--- config.mk ---
export PLATFORM = sky130hd
export DESIGN_NAME = alu_control_mdu
export DESIGN_NICKNAME = d
export VERILOG_FILES = /design/src/rtl/alu_control_mdu.sv
export SDC_FILE = /design/constraint.sdc
export NUM_CORES = 1
export LEC_CHECK = 0
export ABC_AREA = 1
export CAP_MARGIN = 5
export CORE_MARGIN = 5
export CORE_UTILIZATION = 45
export DETAILED_ROUTE_END_ITERATION = 8
export DONT_BUFFER_PORTS = 1
export HOLD_SLACK_MARGIN = 0.05
export PLACE_DENSITY = 0.7
export RECOVER_POWER = 100
export SLEW_MARGIN = 40
export SYNTH_ARGS = -nofsm -noshare
export SYNTH_HDL_FRONTEND = slang
export SYNTH_SLANG_ARGS = --single-unit
--- constraint.sdc ---
create_clock -name clk -period 2.6 [get_ports clk]
set_input_delay 0.26 -clock clk [delete_from_list [all_inputs] [get_ports clk]]
set_output_delay 0.26 -clock clk [all_outputs]
set_load 0.05 [all_outputs]
--- src/rtl/alu_control_mdu.sv ---
// EX-stage ALU control decoder with an iterative multiply/divide unit holding HI/LO.
// The MDU retires STEP bits per RUN cycle and signs the result in a final FIXUP cycle.
module alu_control_mdu #(
  parameter int unsigned WIDTH = 32,
  parameter int unsigned STEP  = 1
) (
  input  logic             clk,
  input  logic             rst_n,
  input  logic             Valid,
  input  logic             Flush,
  input  logic [1:0]       ALUop,
  input  logic [5:0]       Function,
  input  logic [WIDTH-1:0] OpA,
  input  logic [WIDTH-1:0] OpB,
  output logic [3:0]       ALUControl,
  output logic             Jr,
  output logic             IllegalFunct,
  output logic             MdSel,
  output logic [WIDTH-1:0] MdResult,
  output logic             Busy,
  output logic             Stall
);

  localparam int unsigned N  = WIDTH / STEP;
  localparam int unsigned CW = $clog2(N + 1);

  typedef enum logic [1:0] {StIdle, StRun, StFixup} state_e;

  state_e           state_q;
  logic [CW-1:0]    cnt_q;
  logic [WIDTH-1:0] acc_q, sh_q, mb_q, hi_q, lo_q;
  logic             div_q, a_neg_q, b_neg_q, b_zero_q;

  logic r_fmt, is_mf, is_arith, md_op, start;
  logic sgn, a_neg, b_neg;
  logic [WIDTH-1:0] mag_a, mag_b;

  always_comb begin
    ALUControl   = 4'b1111;
    Jr           = 1'b0;
    IllegalFunct = 1'b0;
    MdSel        = 1'b0;
    unique case (ALUop)
      2'b00: ALUControl = 4'b0010;
      2'b01: ALUControl = 4'b0110;
      2'b11: ALUControl = 4'b0000;
      2'b10: begin
        case (Function)
          6'h20, 6'h21: ALUControl = 4'b0010;
          6'h22, 6'h23: ALUControl = 4'b0110;
          6'h24:        ALUControl = 4'b0000;
          6'h25:        ALUControl = 4'b0001;
          6'h26:        ALUControl = 4'b0011;
          6'h27:        ALUControl = 4'b1100;
          6'h2A:        ALUControl = 4'b0111;
          6'h2B:        ALUControl = 4'b1000;
          6'h00:        ALUControl = 4'b1110;
          6'h02:        ALUControl = 4'b1101;
          6'h08:        Jr = 1'b1;
          6'h10, 6'h12: MdSel = 1'b1;
          6'h18, 6'h19, 6'h1A, 6'h1B: ;
          default:      IllegalFunct = 1'b1;
        endcase
      end
      default: ALUControl = 4'b1111;
    endcase
  end

  assign r_fmt    = (ALUop == 2'b10);
  assign is_mf    = (Function == 6'h10) || (Function == 6'h12);
  assign is_arith = (Function[5:2] == 4'b0110);
  assign md_op    = Valid & r_fmt & (is_mf | is_arith);
  assign Busy     = (state_q != StIdle);
  assign Stall    = md_op & Busy;
  assign start    = Valid & r_fmt & is_arith & ~Busy & ~Flush;
  assign MdResult = (Function == 6'h10) ? hi_q : lo_q;

  // Funct bit 0 clear selects the signed variants (MULT, DIV).
  assign sgn   = ~Function[0];
  assign a_neg = sgn & OpA[WIDTH-1];
  assign b_neg = sgn & OpB[WIDTH-1];
  assign mag_a = a_neg ? -OpA : OpA;
  assign mag_b = b_neg ? -OpB : OpB;

  // acc holds the running upper product / partial remainder; sh the multiplier / quotient.
  logic [WIDTH-1:0] acc_n, sh_n;
  logic [WIDTH:0]   sum;

  always_comb begin
    acc_n = acc_q;
    sh_n  = sh_q;
    sum   = '0;
    for (int i = 0; i < STEP; i++) begin
      if (div_q) begin
        sum  = {acc_n, sh_n[WIDTH-1]};
        sh_n = {sh_n[WIDTH-2:0], 1'b0};
        if (sum >= {1'b0, mb_q}) begin
          sum     = sum - {1'b0, mb_q};
          sh_n[0] = 1'b1;
        end
        acc_n = sum[WIDTH-1:0];
      end else begin
        sum   = {1'b0, acc_n} + (sh_n[0] ? {1'b0, mb_q} : '0);
        sh_n  = {sum[0], sh_n[WIDTH-1:1]};
        acc_n = sum[WIDTH:1];
      end
    end
  end

  logic [2*WIDTH-1:0] prod, prod_s;
  logic [WIDTH-1:0]   q_s, r_s, hi_fix, lo_fix;

  always_comb begin
    prod   = {acc_q, sh_q};
    prod_s = (a_neg_q ^ b_neg_q) ? -prod : prod;
    q_s    = (a_neg_q ^ b_neg_q) ? -sh_q : sh_q;
    r_s    = a_neg_q ? -acc_q : acc_q;
    if (div_q) begin
      // Divide by zero leaves |OpA| in the remainder, so HI comes back as OpA.
      lo_fix = b_zero_q ? '1 : q_s;
      hi_fix = r_s;
    end else begin
      hi_fix = prod_s[2*WIDTH-1:WIDTH];
      lo_fix = prod_s[WIDTH-1:0];
    end
  end

  always_ff @(posedge clk or negedge rst_n) begin
    if (!rst_n) begin
      state_q  <= StIdle;
      cnt_q    <= '0;
      acc_q    <= '0;
      sh_q     <= '0;
      mb_q     <= '0;
      hi_q     <= '0;
      lo_q     <= '0;
      div_q    <= 1'b0;
      a_neg_q  <= 1'b0;
      b_neg_q  <= 1'b0;
      b_zero_q <= 1'b0;
    end else if (Flush && state_q != StIdle) begin
      state_q <= StIdle;
      cnt_q   <= '0;
    end else begin
      case (state_q)
        StIdle: begin
          if (start) begin
            state_q  <= StRun;
            cnt_q    <= CW'(N);
            acc_q    <= '0;
            sh_q     <= mag_a;
            mb_q     <= mag_b;
            div_q    <= Function[1];
            a_neg_q  <= a_neg;
            b_neg_q  <= b_neg;
            b_zero_q <= (OpB == '0);
          end
        end
        StRun: begin
          acc_q <= acc_n;
          sh_q  <= sh_n;
          cnt_q <= cnt_q - 1'b1;
          if (cnt_q == CW'(1)) state_q <= StFixup;
        end
        StFixup: begin
          hi_q    <= hi_fix;
          lo_q    <= lo_fix;
          state_q <= StIdle;
        end
        default: state_q <= StIdle;
      endcase
    end
  end

endmodule

After elaboration in Yosys (flattened, before gate mapping)
Index checks and enable logic that the tools add are counted.
Widths: inputs -> output; s select.

word-level totals
  register bits after elaboration = 172
  output and inout bits = 41
  input bits = 76

operators by class
  mux-type cells = 33
  eq/ne operators = 28
  magnitude comparators = 1
  $add $sub $neg = 8
  reduce and logical (&&, ||, !) cells = 18
  bitwise gates (word level) = 14

operator list
  kind                count
  $mux 32             14
  $neg 32->32         4
  $pmux 32 s2         2
  $mux 64             1
  $neg 64->64         1
  $eq 6x6->1 const B  10
  $pmux 4 s10         1
  $eq 6x5->1 const B  6
  $add 32x32->33      1
  $ge 33x32->1        1
  $logic_not 32->1    1
  $sub 32x32->32      1
  $reduce_or 19->1    1
  $pmux 4 s4          1
  $mux 6              2
  $pmux 6 s2          1
  $and 1x1->1         8
  $mux 1              7
  $eq 2x2->1 const B  3
  $eq 6x1->1 const B  1
  $eq 6x2->1 const B  1
  $eq 6x4->1 const B  1
  $logic_not 6->1     1
  $mux 2              3
  17 further kinds    29

Longest topological paths before layout
  depth in word-level cells = 8
  gate-level depth with buffers = 19

Least setup slack after synthesis
Ideal clock, no wire load.

  kind = in2out
  from = input port Function[0]
  to = output port MdResult[1]
  arrival = 2211 ps
  buffers on the path = 2
  data required time = 2340 ps
  stages on the path = 5
  path slack = 129 ps
  cell sequence = clkbuf_1 -> nor3_1 -> nand2_1 -> clkbuf_1 -> o21ai_0

on the way
  word-level cells in the longest chain between the ends = 2

RTL lines
  element             line  RTL
  start: declaration  12    input logic [5:0] Function,
  $eq 6x5->1          76    assign MdResult = (Function == 6'h10) ? hi_q : lo_q;
  $mux 32             76
  end: declaration    19    output logic [WIDTH-1:0] MdResult,

No other way between the ends.

Worst setup path after layout
  from = register mb_q[28]
  to = register acc_q[30]

on the way
  word-level cells in the longest chain between the ends = 4
  elaborated cells on any way between the ends = 7

RTL lines
  element                                    line     RTL
  start: declaration                         31       logic [WIDTH-1:0] acc_q, sh_q, mb_q, hi_q, lo_q;
  start signal: assignment                   152      mb_q <= mag_b;
  $mux 32 (tied with other cells)            103      sum = {1'b0, acc_n} + (sh_n[0] ? {1'b0, mb_q} : '0);
  $add 32x32->33 or $mux 32 (tied branches)  103, 97
  $mux 32 (*)                                94       if (div_q) begin
  $pmux 32 s2 (*)                            145      case (state_q)
  end signal: assignment                     160      acc_q <= acc_n;
  end: declaration                           31

Every way passes the cells marked *; elsewhere a longest branch is shown, timed or not.
A chain may end at the register's enable or synchronous reset.

==> run summary <==
For the post-synth net total, the log shows 3092. By area the synthesized netlist is led by dfrtp_1, nand2_1, inv_1. The detailed router placed 20251 vias in this run.

The global placer's final weighted congestion came out at 1.016. Between clock sinks in the finished design, the worst skew comes to 0.01230 ns. Among all cell types in the netlist, the one instantiated most often is nand2_1.

The run gives 19180 sq um as the placed standard-cell area. The cell type contributing the most total cell area after synthesis was dfrtp_1. The core region is 38560 sq um.

The start point of the critical path was mb_q[28]. The synthesized-area fraction occupied by ao, oa, aoi and oai cells is 15.03%, and the power per unit of standard cell area is 525.5 nW/um^2. The end of the worst register-to-register path is acc_q[30]. The number of buffer cells added on primary ports is 0, and the flop and latch count out of synthesis is 172.

The endpoint kind of the worst setup timing path is a flip-flop. Yosys printed 0 warnings. Ranked by instance count, the synthesized netlist is headed by nand2_1, inv_1, nor2_1, nand3_1, o21ai_0. The logs give 58030 microns for the half-perimeter wire length after placement and 2 for the maximum count of clock buffers along a single path. The max-capacitance violation count is 0, and the number of cells on the worst reg-to-reg path is 14. The largest driver fanout on the critical path is 6.

The data arrival at the endpoint of the critical path is 2.93 ns. Synthesis produced a netlist whose cell count is 2944. The logs give 2397 for the number of DRC markers after the initial detailed-route iteration and 0.04 ns for the reg2reg setup slack. In the finished design, the share of the clock period the worst path needs comes to 98.59%. The critical path data required time is 2.96 ns, and the clock buffer count from CTS is 17. In the final layout, the share of cells above drive strength 1 is 11.40%. The number of antenna diodes is 0.

For this run, the post-layout net count is 3248. In the final layout, the multi-input gates occupy 11280 sq um. The portion of synthesized area spent on multiplexers is 0.5801%. The die is 207.0 microns wide.

The xor-xnor portion of the synthesized cell area came out at 3.610%. The maximum vdd ir drop was 525.3 uV. The routed length per instance was 19.83 microns; the count of distinct cell types in the synthesized netlist was 55. Setup repair after global routing could not meet its margin everywhere.

Summing every instance area after synthesis gives 17470 sq um. The tools report the largest net degree at the start of global routing as 173. The starting utilization of the core area was 45.31%. Derived from the worst setup path, the maximum achievable clock frequency is 390.1 MHz. The combined flip-flop and latch cell area is 4315 sq um.

Start of the worst register-to-register path: mb_q[28]. The mean number of vias per cell works out to 5.577. The number of pins exceeding their max-slew limit in the final report is 0.

The H-tree depth was 4. Timing analysis after detailed placement gives a worst setup slack of 0.04132 ns. The logs give 110400 microns for the wire length of the first global-routing pass and 10.73 mW for the total power. The flow ran to the end, but the final reports show violations. For the all-layer global routing usage, the log shows 32.46%. Headroom to the max-slew limit came out at 19.28%.

The final-layout worst hold slack was -0.5244 ns; the post-route cell area was 20410 sq um. Measured along the y axis, the die boundary spans 207.0 microns. The tools report the number of hold buffers added after CTS as 36. The number of antenna violations at the first check in global routing is 0.

Once detail routing completed, the nets flagged for antenna violations numbered 0. The total iterations of the first detailed-routing run came out at 7. The synthesized area divided by synthesized cell count was 5.934 sq um.

After global routing the overflow that remains totals 0. Summing the areas of all and, or, nand and nor instances in the mapped netlist gives 38.52% of the synthesized area. The type of the worst min-delay path is in2async.

The count of flip-flops with a built-in enable after synthesis is 0. At the later pin of the worst-skew pair, clock insertion delay measures 0.47 ns. Synthesis-to-layout area growth: 16.83%. After clock tree synthesis, the clock-pin slew on the worst setup and hold paths is 0.08 ns. Start-to-end type of the worst setup path: reg2reg. The final core utilization is 52.94%, and the I/O pin count is 117.

The die covers 42860 sq um. Type of origin of the critical path: a flip-flop. Dominant combinational cell family by area after synthesis: simple AND/OR/NAND/NOR gates. Filler cell count: 4109. Setup violations remaining at the end of the flow were counted as 0. The minimum period implied by the final worst setup slack came out at 2.563 ns. CTS placed an instance of clkbuf_16 at the clock tree root. The adder-cell share of the synthesized area came out at 5.242%.

The cell leakage power was 10.98 nW. Setup slack on the critical path of the routed design comes to 0.03656 ns. In this run the core area contains 72 standard-cell rows.

The via count of the first global-routing pass came out at 19079. The total routed wirelength was 71990 microns. The final reports fail on hold timing. Counting flops with an async set or reset pin after synthesis yields a share of 100.0%.

In the routed design, unresolved DRC markers number 0. TritonCTS built the clock tree. The most used flip-flop cell after synthesis is dfrtp_1. Sequential elements use 24.64% of the synthesized area.

Number of sinks handled by clock tree synthesis: 172. Measured slew at the worst slew-check pin: 1.211 ns. Number of hold violations in the final report: 172. Proportion of netlist area held by the largest area contributor: 24.64%.
## where the power goes
part,internal [mW],leakage [nW],switching (mW)
Sequential,2.92,2.10,0.385
Combinational,1.59,8.58,3.06
Clock,1.39,0.298,1.38
Total,5.90,11.0,4.82
## flip-flops by register name (all words and copies together), names as in the netlist
register,flops
acc_q,32
hi_q,32
lo_q,32
mb_q,32
sh_q,32
cnt_q,6
state_q,2
a_neg_q,1
b_neg_q,1
b_zero_q,1
div_q,1
## metal layers
| layer | track usage (%) | part of all wire (%) |
|---|---|---|
| met1 | 46.98 | 44 |
| met5 | 0 | 0 |
| met3 | 6.157 | 9.9 |
| met2 | 48.35 | 42 |
| met4 | 11.88 | 3.9 |
## cells by family (layout without fill, tap and decap cells)
| kind of cell | after synthesis | after routing |
|---|---|---|
| xor gates and xnor gates | 72 | 72 |
| adders and majority gates | 72 | 72 |
| AOI/OAI and AO/OA | 477 | 477 |
| buffers and inverters | 562 | 731 |
| and+or+nand+nor | 1580 | 1580 |
| muxes | 9 | 9 |
| DFF | 172 | 172 |
## cell usage in the layout, fill, tap and decap left out, types with 9 or more instances in the layout
| cell type | n |
|---|---|
| nand2_2 | 21 |
| dlygate4sd3_1 | 36 |
| o21ai_1 | 36 |
| buf_4 | 175 |
| dfrtp_2 | 9 |
| o21bai_1 | 11 |
| o21ai_0 | 181 |
| nand3_1 | 230 |
| o22ai_1 | 16 |
| nor3_1 | 30 |
| nor2_1 | 299 |
| a31oi_1 | 17 |
| ha_1 | 62 |
| nor2_2 | 14 |
| or2_2 | 11 |
| mux2_2 | 9 |
| inv_2 | 18 |
| dfrtp_1 | 163 |
| a22oi_1 | 18 |
| nand2_1 | 853 |
| inv_1 | 456 |
| a21oi_2 | 14 |
| a21oi_1 | 146 |
| nand4_1 | 72 |
| xor2_1 | 58 |
| clkbuf_16 | 17 |
| nand3b_1 | 11 |
| xnor2_1 | 13 |
## timing repair
| item | CTS | global route |
|---|---|---|
| buffers inserted | 0 | 1 |
| setup endpoints to repair | 0 | 30 |
| gates resized for setup | 0 | 78 |
| hold endpoints to repair | 206 | 172 |
## final cells by class
class                           instances  area share, %
Multi-Input combinational cell       2210          55.26
Tap cell                              518          3.175
Clock inverter                         15         0.9624
Clock buffer                           17          2.084
Inverter                              478          8.791
Timing Repair Buffer                  221          8.582
Sequential cell                       172          21.14
## per-stage QoR
step                setup TNS, ns  cells
floorplan                       0   2944
global placement                0   3562
detailed placement              0   3562
CTS                             0   3630
global route              -0.5106   3631
finish                          0   3631
## worst max-delay path by stage
stage                  endpoint  slack (ns)  cells after the start
finish                acc_q[30]        0.04                     14
global route          acc_q[28]       -0.06                     17
CTS                   acc_q[19]        0.01                     10
detailed placement    acc_q[10]        0.04                     17
global placement       hi_q[30]        0.01                     11
floorplan           MdResult[1]        0.13                      5
## critical path: stages, from the launching register on
cell     delay [ns]
dfrtp_1        0.38
inv_1          0.08
ha_1           0.38
nand2_1        0.10
inv_1          0.19
nand4_1        0.21
nor2_1         0.18
nand2_2        0.10
nand2_4        0.09
nor2_8         0.04
nand2_4        0.13
buf_4          0.18
nand4_1        0.18
nand3_1        0.15
nand2_1        0.05
No activity file was read; power rests on OpenSTA's default activity.
